===== src/rtl/s2f_counter.sv =====
// Slow-rate counter whose value is Gray-coded and passed through a flop chain
// to a fast-domain copy; everything runs on the single clock clk2.
module s2f_counter_core #(
  parameter int WIDTH       = 4,
  parameter int RATIO       = 2,
  parameter int SYNC_STAGES = 2
) (
  input  logic             clk2,
  input  logic             reset,
  output logic [WIDTH-1:0] count_1,
  output logic [WIDTH-1:0] count_2
);

  localparam int PH_W = (RATIO > 1) ? $clog2(RATIO) : 1;
  localparam logic [PH_W-1:0] PH_LAST = PH_W'(RATIO - 1);

  logic [PH_W-1:0]  ph;
  logic             tk;
  logic [WIDTH-1:0] g1;
  logic [WIDTH-1:0] gray_next;
  logic [WIDTH-1:0] bin_dec;
  logic [WIDTH-1:0] sync_q [SYNC_STAGES];

  assign tk        = (ph == PH_LAST);
  assign gray_next = count_1 ^ (count_1 >> 1);

  always_ff @(posedge clk2 or negedge reset) begin
    if (!reset) begin
      ph <= '0;
    end else if (tk) begin
      ph <= '0;
    end else begin
      ph <= ph + PH_W'(1);
    end
  end

  always_ff @(posedge clk2 or negedge reset) begin
    if (!reset) begin
      count_1 <= '0;
    end else if (tk) begin
      count_1 <= count_1 + WIDTH'(1);
    end
  end

  always_ff @(posedge clk2 or negedge reset) begin
    if (!reset) begin
      g1 <= '0;
    end else begin
      g1 <= gray_next;
    end
  end

  // Reset clears in-flight Gray data so no stale value reappears after release.
  always_ff @(posedge clk2 or negedge reset) begin
    if (!reset) begin
      for (int i = 0; i < SYNC_STAGES; i++) begin
        sync_q[i] <= '0;
      end
    end else begin
      sync_q[0] <= g1;
      for (int i = 1; i < SYNC_STAGES; i++) begin
        sync_q[i] <= sync_q[i-1];
      end
    end
  end

  // Each decoded bit is the XOR of all Gray bits at and above it.
  always_comb begin
    bin_dec = '0;
    for (int i = 0; i < WIDTH; i++) begin
      bin_dec[i] = ^(sync_q[SYNC_STAGES-1] >> i);
    end
  end

  always_ff @(posedge clk2 or negedge reset) begin
    if (!reset) begin
      count_2 <= '0;
    end else begin
      count_2 <= bin_dec;
    end
  end

endmodule


===== config.mk =====
export PLATFORM = sky130hd
export DESIGN_NAME = s2f_counter_core
export DESIGN_NICKNAME = d
export VERILOG_FILES = /design/src/rtl/s2f_counter.sv
export SDC_FILE = /design/constraint.sdc
export NUM_CORES = 1
export LEC_CHECK = 0
export ABC_CLOCK_PERIOD_IN_PS = 1100
export CELL_PAD_IN_SITES_DETAIL_PLACEMENT = 1
export CELL_PAD_IN_SITES_GLOBAL_PLACEMENT = 1
export CORE_MARGIN = 4
export CORE_UTILIZATION = 37
export CTS_BUF_LIST = sky130_fd_sc_hd__clkbuf_16
export CTS_CLUSTER_DIAMETER = 150
export CTS_CLUSTER_SIZE = 20
export DETAILED_ROUTE_END_ITERATION = 10
export PLACE_DENSITY_LB_ADDON = 0.1
export SLEW_MARGIN = 20
export SYNTH_ARGS = -nofsm -noshare
export SYNTH_HDL_FRONTEND = slang
export SYNTH_SLANG_ARGS = --single-unit

===== constraint.sdc =====
create_clock -name clk2 -period 1.1 [get_ports clk2]
set_clock_uncertainty 0.1 [all_clocks]
set_input_delay 0.22 -clock clk2 [delete_from_list [all_inputs] [get_ports clk2]]
set_output_delay 0.22 -clock clk2 [all_outputs]
set_load 0.1 [all_outputs]

### Word level (Yosys, flattened, before mapping)

Index checks and enable logic that the tools add are counted.
W data, S select, Z words.

| storage, ports and cells | value |
|---|---|
| register bits | 21 |
| input port bits | 2 |
| output and inout port bits | 8 |
| logic and storage cells | 14 |

| cells by class | value |
|---|---|
| $add $sub $neg | 2 |
| multiplexer cells | 1 |
| bitwise logic cells | 1 |
| reductions and logical operators | 4 |

Operators by type and width:

| kind | number |
|---|---|
| $reduce_xor A4 Y1 | 4 |
| $add A4 B1 Y4 const B | 1 |
| $xor A4 B3 Y4 | 1 |
| $add A1 B1 Y1 const B | 1 |
| $mux W1 | 1 |

### Logic depth before layout (Yosys ltp)

Gate-level depths: netlist of run 1.

| depth | value |
|---|---|
| depth after elaboration | 2 |
| gate-level depth with buffers | 3 |
| mapped depth without buffers | 3 |

### Least setup slack after synthesis of run 1

Ideal clock, no wire load.

| path | value |
|---|---|
| path kind | register -> register |
| start | register count_1[0] |
| end | register count_1[1] |
| setup time | 126 ps |
| arrival | 1570 ps |
| data required time | 874 ps |
| setup slack | -696 ps |
| stages on the path, launching flop included | 3 |
| path buffers | 0 |
| period minus slack after synthesis | 1796 ps |
| cells stage by stage | dfrtp_1 -> ha_1 -> mux2_2 |

| between the ends | value |
|---|---|
| cells in the longest elaborated chain, start to end | 1 |

RTL lines:

| element | line | text |
|---|---|---|
| start: declaration | 10 | `output logic [WIDTH-1:0] count_1,` |
| start signal: assignment | 41 | `count_1 <= count_1 + WIDTH'(1);` |
| $add A4 B1 Y4 | 41 |  |

Every way passes these cells.
A chain may end at the register's enable or synchronous reset.

### Final worst setup path of run 1

| path | value |
|---|---|
| start | register count_1[1] |
| end | register count_1[1] |

The elaborated chain is that of the path after synthesis.

==> flow_metrics.py, run 1 <==
metrics = {
    "layout": {
        "regArea_um2": 543,
        "layout-drive-gt1-share": 0.655,
        "multi_input_area_um2": 169,
        "utilization": 0.639,
        "diodes": 0,
        "area_delta_synth_final_pct": 65.2,
        "nets": 63,
        "layout_common_cells": "13 x dfrtp_1, 9 x buf_12, 5 x dfrtp_2, 5 x buf_4, 4 x buf_6",
        "fillers": 157,
        "final_common_cell": "dfrtp_1",
    },
    "place": {
        "dpl.hpwl_um": 736,
        "finalWeightedCongestion": 0.654,
        "portBuffers": 9,
    },
    "run": {
        "maxCapViolCount": 0,
    },
    "hold_path": {
        "min_path_type": "primary input to asynchronous set/reset pin",
    },
    "drt": {
        "dr.first_iter.drc_count": 3,
        "wl_mm": 1.10,
        "ant_nets": 0,
        "viasPerCell": 4.14,
        "vias": 344,
        "first_pass_iters": 4,
        "drc": 0,
        "wl_per_cell_um": 13.2,
    },
    "power": {
        "p_leak_nw": 0.502,
        "powerDensity_nw_per_um2": 1400,
        "vdd_ir_drop_max_uv": 814,
    },
    "global_route": {
        "grt_overflow_total": 0,
        "grt_pass1_wl_mm": 2.04,
        "grt_max_degree": 22,
        "grt_pass1_vias": 419,
        "globalRouteTotalUtil": 0.111,
        "antenna_found_initial": 0,
    },
    "critical_path": {
        "cp.arrival_ns": 1.37,
        "crit_required_ns": 1.13,
        "start_kind": "register",
        "worstSetupEndpointType": "register",
        "crit_type": "register to register",
        "path_max_fanout": 2,
    },
    "timing": {
        "timing.final.ws_setup_ns": -0.237,
        "finalSetupViolations": 13,
        "report.final.slew_viol_count": 0,
        "relSlewSlack": 0.842,
        "hold_viol": 0,
        "rsz0062_at_grt": "true",
        "fin_crit_ns": 1.34,
        "tightest_slew_ns": 0.237,
        "period_share": 1.22,
        "max_freq_mhz": 748,
        "setup_tns_ns": -1.33,
    },
    "clocking": {
        "cts_tree": "done",
        "clk_latency_ns": 0.25,
        "cts-buffers-inserted": 3,
        "htreeDepth": 1,
        "cts.sinks": 21,
        "clkTransAtPathRegs_ns": 0.06,
        "root_buffer": "clkbuf_16",
        "ctsLongestPathBuffers": 2,
    },
    "synth": {
        "yosys.area.top_type_share": 0.787,
        "synth_largest_area_cell": "dfrtp_1",
        "synth_cells": 36,
        "syn-mean-instance-area_um2": 18.6,
        "syn_nets": 40,
        "yosysSeqAreaShare": 0.787,
        "synth_area_leaders": "dfrtp_1 79%, xnor2_1 3.9%, ha_1 3.7%",
        "yosysUniqueCellTypes": 11,
        "syn_area_um2": 668,
        "ys_warn_count": 0,
        "ys_ff_latch": 21,
    },
    "floorplanning": {
        "rows": 15,
        "fp.dieW_um": 50.5,
        "die_y_um": 50.5,
        "core_um2": 1730,
        "io-pin-count": 10,
        "start_util": 0.387,
        "dieArea_um2": 2550,
    },
    "outcome": {
        "outcome": "finished with violations",
        "violations": "negative setup slack",
    },
}
state kept, by name, indices dropped and copies added, names as in the netlist:
signal / flops
count_2: 4
count_1: 4
sync_q: 8
ph: 1
g1: 4
cell families (layout without fill, tap and decap cells):
| logic type | count (synthesis) | after routing | synth area share |
|---|---|---|---|
| flops | 21 | 21 | 0.787 |
| xor+xnor | 7 | 7 | 0.124 |
| buf+inv | 3 | 25 | 0.0225 |
| fa+ha+maj | 2 | 2 | 0.0374 |
| simple gates | 2 | 2 | 0.0131 |
| mux | 1 | 1 | 0.0169 |
layer usage:
metal,GRT usage,up-vias,part of all wire
met5,0,-,0
met4,0.0538,0,0
met3,0.0356,0,0.052
met2,0.189,9,0.54
met1,0.125,181,0.41
li1,-,154,-
critical path: stages, from the launching register on:
cell and delay (ns):
dfrtp_4 0.48, buf_4 0.16, ha_4 0.24, mux2_4 0.25
layout make-up:
class                      instances  share of cell area
clock inverter                     1             0.00454
multi-input combinational         12               0.153
sequential                        21               0.492
timing repair buffer              19               0.247
tap                               25              0.0283
clock buffer                       3              0.0680
inverter                           2             0.00680
Yosys cell counts, drive strengths merged:
master and instances:
buf 1, dfrtp 21, ha 2, inv 2
mux2 1, nand2 1, nand3 1, xnor2 4
xnor3 1, xor2 2
report_power, final:
group / internal (mW) / switching, mW
sequential: 0.773 / 0
combinational: 0.0103 / 0.0152
clock: 0.487 / 0.258
total: 1.27 / 0.273
metrics by stage:
| stage | cells | hold WS [ns] | instance area, µm² | power, mW | setup slack [ns] |
|---|---|---|---|---|---|
| 6_report | 83 | 0.224 | 1100 | 1.54 | -0.237 |
| 5_1_grt | 83 | 0.243 | 1100 | 1.60 | -0.260 |
| 4_1_cts | 82 | 0.234 | 1080 | 1.56 | -0.233 |
| 3_5_place_dp | 73 | 0.237 | 940 | 0.814 | -0.104 |
| 3_3_place_gp | 73 | 0.231 | 940 | 0.812 | -0.0834 |
| 2_1_floorplan | 36 | -0.176 | 703 | 0.787 | -0.264 |
final timing paths:
check	from	end	slack (ns)	cells past startpoint
setup reg to reg	count_1[1]	count_1[1]	-0.24	3
min in group clk2	g1[1]	sync_q[5]	0.25	0
max in group asynchronous	reset	count_1[2]	0.53	2
hold / removal	reset	count_2[2]	0.22	2
setup / recovery	count_1[1]	count_1[1]	-0.24	3
hold reg to reg	g1[1]	sync_q[5]	0.25	0
what timing repair did:
action / 4_1_cts / 5_1_grt
endpoints found under the setup margin: 10 / 13
resized for setup: 6 / 3
setup buffers: 5 / 1
hold buffers: 0 / 0
hold endpoints to repair: 0 / 0
No activity file was read; power rests on OpenSTA's default activity.
==> run 2, diff against run 1 <==
CORE_MARGIN = 5   (was 4)
SKIP_LAST_GASP = 1   (was unset)
==> flow_metrics.py, run 2 (synthesis gave the netlist of run 1 again) <==
metrics = {
    "outcome": {
        "outcome": "finished with violations",
        "violations": "negative setup slack",
    },
    "floorplanning": {
        "rows": 15,
        "dieArea_um2": 2760,
        "fp.dieW_um": 52.5,
        "start_util": 0.387,
        "io-pin-count": 10,
        "die_y_um": 52.5,
        "core_um2": 1730,
    },
    "critical_path": {
        "worstSetupEndpointType": "register",
        "path_max_fanout": 2,
        "crit_type": "register to register",
        "crit_required_ns": 1.14,
        "start_kind": "register",
        "cp.arrival_ns": 1.38,
    },
    "timing": {
        "rsz0062_at_grt": "true",
        "report.final.slew_viol_count": 0,
        "finalSetupViolations": 12,
        "relSlewSlack": 0.807,
        "timing.final.ws_setup_ns": -0.243,
        "hold_viol": 0,
        "tightest_slew_ns": 0.289,
        "fin_crit_ns": 1.34,
        "setup_tns_ns": -1.24,
        "period_share": 1.22,
        "max_freq_mhz": 745,
    },
    "global_route": {
        "grt_overflow_total": 0,
        "globalRouteTotalUtil": 0.125,
        "grt_pass1_wl_mm": 2.32,
        "grt_max_degree": 22,
        "grt_pass1_vias": 460,
        "antenna_found_initial": 0,
    },
    "place": {
        "finalWeightedCongestion": 0.654,
        "dpl.hpwl_um": 785,
        "portBuffers": 9,
    },
    "drt": {
        "wl_mm": 1.26,
        "vias": 357,
        "dr.first_iter.drc_count": 0,
        "first_pass_iters": 1,
        "wl_per_cell_um": 15.0,
        "drc": 0,
        "viasPerCell": 4.25,
        "ant_nets": 0,
    },
    "layout": {
        "regArea_um2": 543,
        "largest_register_ffs": 8,
        "layout_common_cells": "13 x dfrtp_1, 9 x buf_12, 5 x dfrtp_2, 5 x buf_4, 5 x buf_6",
        "regMostFlops": "sync_q",
        "fillers": 150,
        "final_common_cell": "dfrtp_1",
        "diodes": 0,
        "nets": 64,
        "layout-drive-gt1-share": 0.644,
        "multi_input_area_um2": 179,
        "area_delta_synth_final_pct": 68.4,
    },
    "clocking": {
        "ctsLongestPathBuffers": 2,
        "htreeDepth": 1,
        "holdBufCountCts": 0,
        "clk_latency_ns": 0.25,
        "cts.sinks": 21,
        "cts-buffers-inserted": 3,
        "cts_tree": "done",
        "root_buffer": "clkbuf_16",
        "clkTransAtPathRegs_ns": 0.06,
    },
    "power": {
        "powerDensity_nw_per_um2": 1390,
        "p_leak_nw": 0.498,
        "vdd_ir_drop_max_uv": 997,
        "power_mw": 1.56,
    },
    "hold_path": {
        "min_path_type": "primary input to asynchronous set/reset pin",
    },
    "run": {
        "maxCapViolCount": 0,
    },
}
-- run 2: changes by cell type in the layout (fill, tap and decap cells not counted) --
cell and delta:
nand3_4 +1, ha_4 +1, xnor2_2 -1, ha_2 -1
xnor2_1 +1, buf_6 +1, nand3_2 -1
-- run 2: path summary, 6_finish.rpt --
kind	start	to	slack (ns)	cells past startpoint
setup / recovery	count_1[1]	count_1[1]	-0.24	3
hold / removal	reset	count_2[1]	0.22	2
setup reg to reg	count_1[1]	count_1[1]	-0.24	3
hold reg to reg	g1[3]	sync_q[7]	0.25	0
max in group asynchronous	reset	count_1[0]	0.53	2
min in group clk2	g1[3]	sync_q[7]	0.25	0
-- run 2: area by class of cell --
cell class	count	area share
Timing Repair Buffer	20	0.253
Multi-Input combinational cell	12	0.159
Clock buffer	3	0.0667
Tap cell	25	0.0278
Sequential cell	21	0.483
Clock inverter	1	0.00445
Inverter	2	0.00667
-- run 2: stage by stage --
step	worst slack (ns)	hold slack (ns)	cell area, µm²	std cells	util
global route	-0.262	0.248	1120	84	0.651
CTS	-0.238	0.236	1080	83	0.626
finish	-0.243	0.224	1120	84	0.651
global placement	-0.0826	0.231	940	73	0.544
floorplan	-0.264	-0.176	703	36	-
detailed placement	-0.104	0.236	940	73	0.544
-- run 2: metal layers --
layer	global-route usage	vias up	routed length (µm)
met2	0.198	12	657
li1	-	158	-
met1	0.135	185	479
met4	0.0766	0	21
met5	0	-	0
met3	0.0570	2	105
-- run 2: timing repair --
action	4_1_cts	5_1_grt
setup buffers	6	1
setup endpoints to repair	10	16
pin swaps	0	1
resized for setup	5	6
-- run 2: critical path, cell delays in order (launching register included) --
cell and delay (ns):
dfrtp_4 0.48, buf_4 0.16, ha_4 0.24, mux2_4 0.25
-- run 2: where the power goes --
group	total, mW	internal, mW	switching, mW
Sequential	0.773	0.773	0
Clock	0.761	0.488	0.273
Combinational	0.0258	0.0103	0.0155
